`config.mk`:
```
export PLATFORM = sky130hd
export DESIGN_NAME = uart_rx_sampler
export DESIGN_NICKNAME = d
export VERILOG_FILES = /design/src/rtl/uart_rx_sampler.sv
export SDC_FILE = /design/constraint.sdc
export NUM_CORES = 1
export LEC_CHECK = 0
export CAP_MARGIN = 20
export CORE_MARGIN = 1
export CORE_UTILIZATION = 61
export DETAILED_ROUTE_END_ITERATION = 8
export PLACE_DENSITY = 0.79
export RECOVER_POWER = 100
export SLEW_MARGIN = 0
export SYNTH_ARGS = -nofsm -noshare
export SYNTH_HDL_FRONTEND = slang
export SYNTH_SLANG_ARGS = --single-unit
export TNS_END_PERCENT = 10
```
`constraint.sdc`:
```
create_clock -name clk -period 4.4 [get_ports clk]
set_clock_uncertainty 0.1 [all_clocks]
set_input_delay 0.66 -clock clk [delete_from_list [all_inputs] [get_ports clk]]
set_output_delay 0.66 -clock clk [all_outputs]
set_load 0.03 [all_outputs]
```
`src/rtl/uart_rx_sampler.sv`:
```
// 8N1 oversampling UART receiver: 2-flop synchroniser, 16x tick generator,
// 3-sample majority vote per bit, false-start rejection and framing-error strobe.
//
// state    | meaning
// ---------+------------------------------------------------------------
// ST_IDLE  | line idle, counters held at 0, waiting for rxs low
// ST_START | start bit: reject at mid-bit if majority is high
// ST_DATA  | eight data bits, LSB first, shifted in from the MSB side
// ST_STOP  | stop bit: majority high -> byte out, low -> framing error
// ST_BREAK | line held low after a framing error, wait for rxs high
module uart_rx_sampler #(
    parameter int CLK_FREQ   = 100000000,
    parameter int BAUD       = 115200,
    parameter int OVERSAMPLE = 16,
    parameter int DIV        = CLK_FREQ / (BAUD * OVERSAMPLE)
) (
    input  logic       clk,
    input  logic       rst,
    input  logic       rx,
    output logic [7:0] dat,
    output logic       dat_en,
    output logic       frame_err,
    output logic       busy
);

    localparam int DW = (DIV > 2) ? $clog2(DIV) : 1;
    localparam logic [DW-1:0] DIV_LAST = DW'(DIV - 1);
    localparam logic [3:0] S_FIRST = 4'(OVERSAMPLE / 2 - 1);
    localparam logic [3:0] S_SECOND = 4'(OVERSAMPLE / 2);
    localparam logic [3:0] S_THIRD = 4'(OVERSAMPLE / 2 + 1);
    localparam logic [3:0] S_LAST = 4'(OVERSAMPLE - 1);

    typedef enum logic [2:0] {
        ST_IDLE,
        ST_START,
        ST_DATA,
        ST_STOP,
        ST_BREAK
    } state_t;

    state_t        state, state_nxt;
    logic          rx_meta, rxs;
    logic [DW-1:0] div_cnt, div_nxt;
    logic [3:0]    s_cnt, s_nxt;
    logic          samp_a, samp_a_nxt;
    logic          samp_b, samp_b_nxt;
    logic [2:0]    bit_idx, bit_nxt;
    logic [7:0]    shreg, shreg_nxt;
    logic [7:0]    dat_nxt;
    logic          dat_en_nxt, frame_err_nxt;
    logic          tick, mid_tick, end_tick, maj;

    assign tick     = (div_cnt == DIV_LAST);
    assign mid_tick = tick && (s_cnt == S_THIRD);
    assign end_tick = tick && (s_cnt == S_LAST);
    // third vote is the live sample taken on the deciding tick
    assign maj      = (samp_a & samp_b) | (samp_a & rxs) | (samp_b & rxs);
    assign busy     = (state != ST_IDLE) | dat_en;

    always_ff @(posedge clk) begin
        if (!rst) begin
            rx_meta   <= 1'b1;
            rxs       <= 1'b1;
            state     <= ST_IDLE;
            div_cnt   <= '0;
            s_cnt     <= '0;
            samp_a    <= 1'b0;
            samp_b    <= 1'b0;
            bit_idx   <= '0;
            shreg     <= '0;
            dat       <= '0;
            dat_en    <= 1'b0;
            frame_err <= 1'b0;
        end else begin
            rx_meta   <= rx;
            rxs       <= rx_meta;
            state     <= state_nxt;
            div_cnt   <= div_nxt;
            s_cnt     <= s_nxt;
            samp_a    <= samp_a_nxt;
            samp_b    <= samp_b_nxt;
            bit_idx   <= bit_nxt;
            shreg     <= shreg_nxt;
            dat       <= dat_nxt;
            dat_en    <= dat_en_nxt;
            frame_err <= frame_err_nxt;
        end
    end

    always_comb begin
        state_nxt     = state;
        div_nxt       = tick ? '0 : div_cnt + 1'b1;
        s_nxt         = tick ? s_cnt + 4'd1 : s_cnt;
        samp_a_nxt    = (tick && s_cnt == S_FIRST) ? rxs : samp_a;
        samp_b_nxt    = (tick && s_cnt == S_SECOND) ? rxs : samp_b;
        bit_nxt       = bit_idx;
        shreg_nxt     = shreg;
        dat_nxt       = dat;
        dat_en_nxt    = 1'b0;
        frame_err_nxt = 1'b0;

        case (state)
            ST_IDLE: begin
                div_nxt = '0;
                s_nxt   = '0;
                if (!rxs) begin
                    state_nxt = ST_START;
                end
            end
            ST_START: begin
                if (mid_tick && maj) begin
                    state_nxt = ST_IDLE;
                end else if (end_tick) begin
                    state_nxt = ST_DATA;
                    bit_nxt   = '0;
                end
            end
            ST_DATA: begin
                if (mid_tick) begin
                    shreg_nxt = {maj, shreg[7:1]};
                end
                if (end_tick) begin
                    bit_nxt = bit_idx + 3'd1;
                    if (bit_idx == 3'd7) begin
                        state_nxt = ST_STOP;
                    end
                end
            end
            ST_STOP: begin
                // decide at mid-stop so a following start bit is not missed
                if (mid_tick) begin
                    if (maj) begin
                        dat_nxt    = shreg;
                        dat_en_nxt = 1'b1;
                        state_nxt  = ST_IDLE;
                    end else begin
                        frame_err_nxt = 1'b1;
                        state_nxt     = ST_BREAK;
                    end
                end
            end
            ST_BREAK: begin
                div_nxt = '0;
                s_nxt   = '0;
                if (rxs) begin
                    state_nxt = ST_IDLE;
                end
            end
            default: begin
                state_nxt = ST_IDLE;
            end
        endcase
    end

endmodule

```
==> metrics.md <==
| Metric | Value |
|---|---|
| Status | `completed` |
| Global route overflow | `0` |
| Post-synth EDFFs | `0` |
| Num rows | `18` |
| Worst slew pin tran | `~690 ps` |
| Initial antenna violation count | `0` |
| Postcts setup bufs | `0` |
| Ys flop type | `dfxtp_1` |
| CTS tree | `done` |
| Async set or reset register ratio after synthesis | `0%` |
| Slowest Stage Delay on Critical Path | `approximately 730 ps` |
| Starting density of the core | `66.9%` |
| Fill cell count | `191` |
| Most frequent cells in the layout | `38 x dfxtp_1, 28 x nor2_1, 12 x nand3_1, 12 x dlygate4sd3_1` |
| Commonest non-fill, non-tap cell in the layout | `dfxtp_1` |
| Fmax | `just under 400 MHz` |
| Yosys top cell by area | `dfxtp_1` |
| Cts bufs inserted | `5` |
| DR vias | `~1400` |
| Unrepaired setup endpoints after global routing | `no` |
| Final Wtd Congestion | `0.836` |
| IO Port Bufs | `13` |
| Syn Inst Count | `between 150 and 200` |
| Final hold vios | `0` |
| Unique cell type count in the Yosys netlist | `40` |
| Layout area overhead | `11.8%` |
| Synth area leaders | `dfxtp_1 44%, mux2i_1 6.4%, nor2_1 6.1%` |
| Post-layout utilization of the core | `approximately 75%` |
| H-tree depth | `2` |
| Post-CTS Hold Fix Bufs | `0` |
| Clk slew on worst S/H paths | `around 110 ps` |
| Startpoint Class | `flip-flop` |
| Final slew viol count | `0` |
| Drt pass-1 iters | `7` |
| Cell Chain, Critical Path | `nor2_1 > nand2_1 > dlygate4sd3_1` |
| Core area | `around 2600 um^2` |
| Crit end category | `output port` |
| Pin count of the biggest net entering global routing | `22` |
| Vias in the first global route | `about 1300` |
| GRT Util Overall | `24.1%` |
| Deepest clock path buffer count | `2` |
| Setup-failing EPs final | `0` |
| Syn nets | `199` |
| Die H | `55.3 um` |
| Detailed-route DRC error count | `0` |
| Power per standard cell area | `441 nW/um^2` |
| Ratio of cells with drive above 1 in the final layout | `6.53%` |
| # diodes | `0` |
| Clk_lat worst skew | `330 ps` |
| Synth warn | `0` |
| Drt wl/cell | `14.9 um` |
| CTS resizes | `0` |
| Die width | `55.3 um` |
| Ports | `14` |
| Post-synth top area share | `between 40% and 50%` |
| FF+latch count, synth | `38` |
| Placed insts | `221` |
| WL final | `3.40 mm` |
| CP Max Fanout | `10` |
| First-pass GRT wire length | `around 6.0 mm` |
| Cell chosen for the clock root | `clkbuf_4` |
| Mapped Avg Cell Area | `9.17 um^2` |
| WP data required | `around 3600 ps` |
| Sequential share of the synthesized area | `43.9%` |
| Fin crit share | `between 50% and 60%` |
| Min Tclk post-route | `~2500 ps` |
| Die area | `between 3000 and 4000 um^2` |
| Max_slew headroom | `a little over half` |
| Setup CP Type | `reg2out` |
| Peak VDD IR | `roughly 0.00061 V` |
| Total negative setup slack | `0 ps` |
| Final non-filler cell total | `about 230` |
| CP arrival | `between 1500 and 2000 ps` |
| Hold Path Class | `reg2reg` |
| Synth Cell Area | `approximately 1700 um^2` |
| Layout Nets | `approximately 210` |
| Crit-path slowest cell | `dlygate4sd3_1` |
| CTS Sinks | `38` |
| Post-route antenna net violation count | `0` |
| Hold WS | `roughly 320 ps` |
| Leakage | `around 0.73 nW` |
| DR iter-0 viols | `just over 50` |
| Max-Cap Viols | `0` |
| Final HPWL DP | `around 2.3 mm` |
| Post-DR vias/cell | `~6.1` |
[state kept, by name (all words and copies together), names as in the netlist]
signal	count
bit_idx	3
dat	8
dat_en	1
div_cnt	6
frame_err	1
rx_meta	1
rxs	1
s_cnt	4
samp_a	1
samp_b	1
shreg	8
state	3
[final timing paths]
check             startpoint       end  slack (ps)  cells after the start
setup / recovery    state[0]      busy        1880                      3
hold / removal       rx_meta       rxs         320                      1
setup reg to reg    state[1]  shreg[5]        2340                      4
hold reg to reg      rx_meta       rxs         320                      1
[through the flow]
| step | instance area [um^2] | setup WS [ps] | total power, mW |
|---|---|---|---|
| after floorplan | 1730 | 2680 | 0.532 |
| after global placement | 1840 | 2110 | 0.559 |
| after detailed placement | 1840 | 2060 | 0.566 |
| after CTS | 1950 | 1940 | 0.868 |
| after global routing | 1940 | 1810 | 0.889 |
| final | 1940 | 1880 | 0.854 |
[report_power, final]
part	internal (mW)	switching [mW]	total [mW]
clock network	0.192	0.116	0.308
registers	0.359	0.0263	0.385
logic	0.0665	0.0940	0.160
total	0.618	0.236	0.854
[critical path: cells and delay by family, from the launching register on]
kind / cells / cell delay (ps)
flip-flops: 1 / 520
AND/OR/NAND/NOR: 2 / 170
buffers and inverters: 1 / 730
[kinds of logic (layout without fill, tap and decap cells)]
| logic type | after synthesis | in the layout | share of synthesized area, % |
|---|---|---|---|
| AO/OA/AOI/OAI | 33 | 33 | 12.9 |
| XOR/XNOR | 7 | 7 | 3.54 |
| adder cells (fa/ha/maj) | 8 | 8 | 5.70 |
| buffers and inverters | 18 | 28 | 5.20 |
| flip-flops | 38 | 38 | 43.9 |
| multiplexers | 11 | 11 | 6.35 |
| AND/OR/NAND/NOR | 74 | 74 | 22.4 |
[area by class of cell]
| class | instances | area [um^2] | share of cell area, % |
|---|---|---|---|
| multi-input cells | 133 | 871 | 45.0 |
| flip-flops and latches | 38 | 761 | 39.3 |
| repair buffers | 13 | 130 | 6.72 |
| clock inverters | 2 | 60.1 | 3.10 |
| clock buffers | 6 | 51.3 | 2.65 |
| well taps | 30 | 37.5 | 1.94 |
| inverters | 7 | 26.3 | 1.36 |
[routing by layer]
layer | routed length (um) | vias to the layer above | global-route usage (%)
li1 | - | 676 | -
met1 | 1570 | 667 | 32.4
met2 | 1650 | 41 | 38.6
met3 | 160 | 2 | 5.62
met4 | 18 | 0 | 7.50
met5 | 0 | - | 0
[cells in the mapped netlist (3+ instances only)]
library cell and n:
nand3_1 12, nand4_1 3, xnor2_1 6, ha_1 7, nor2_1 28, dfxtp_1 38
and3_1 3, buf_2 3, clkbuf_1 5, nand2_1 7, nand3b_1 3, mux2i_1 11
o21ai_0 11, nand2b_1 3, and4_1 3, inv_1 6, a21oi_1 10
Note: power is estimated with default switching activity, not from simulation.
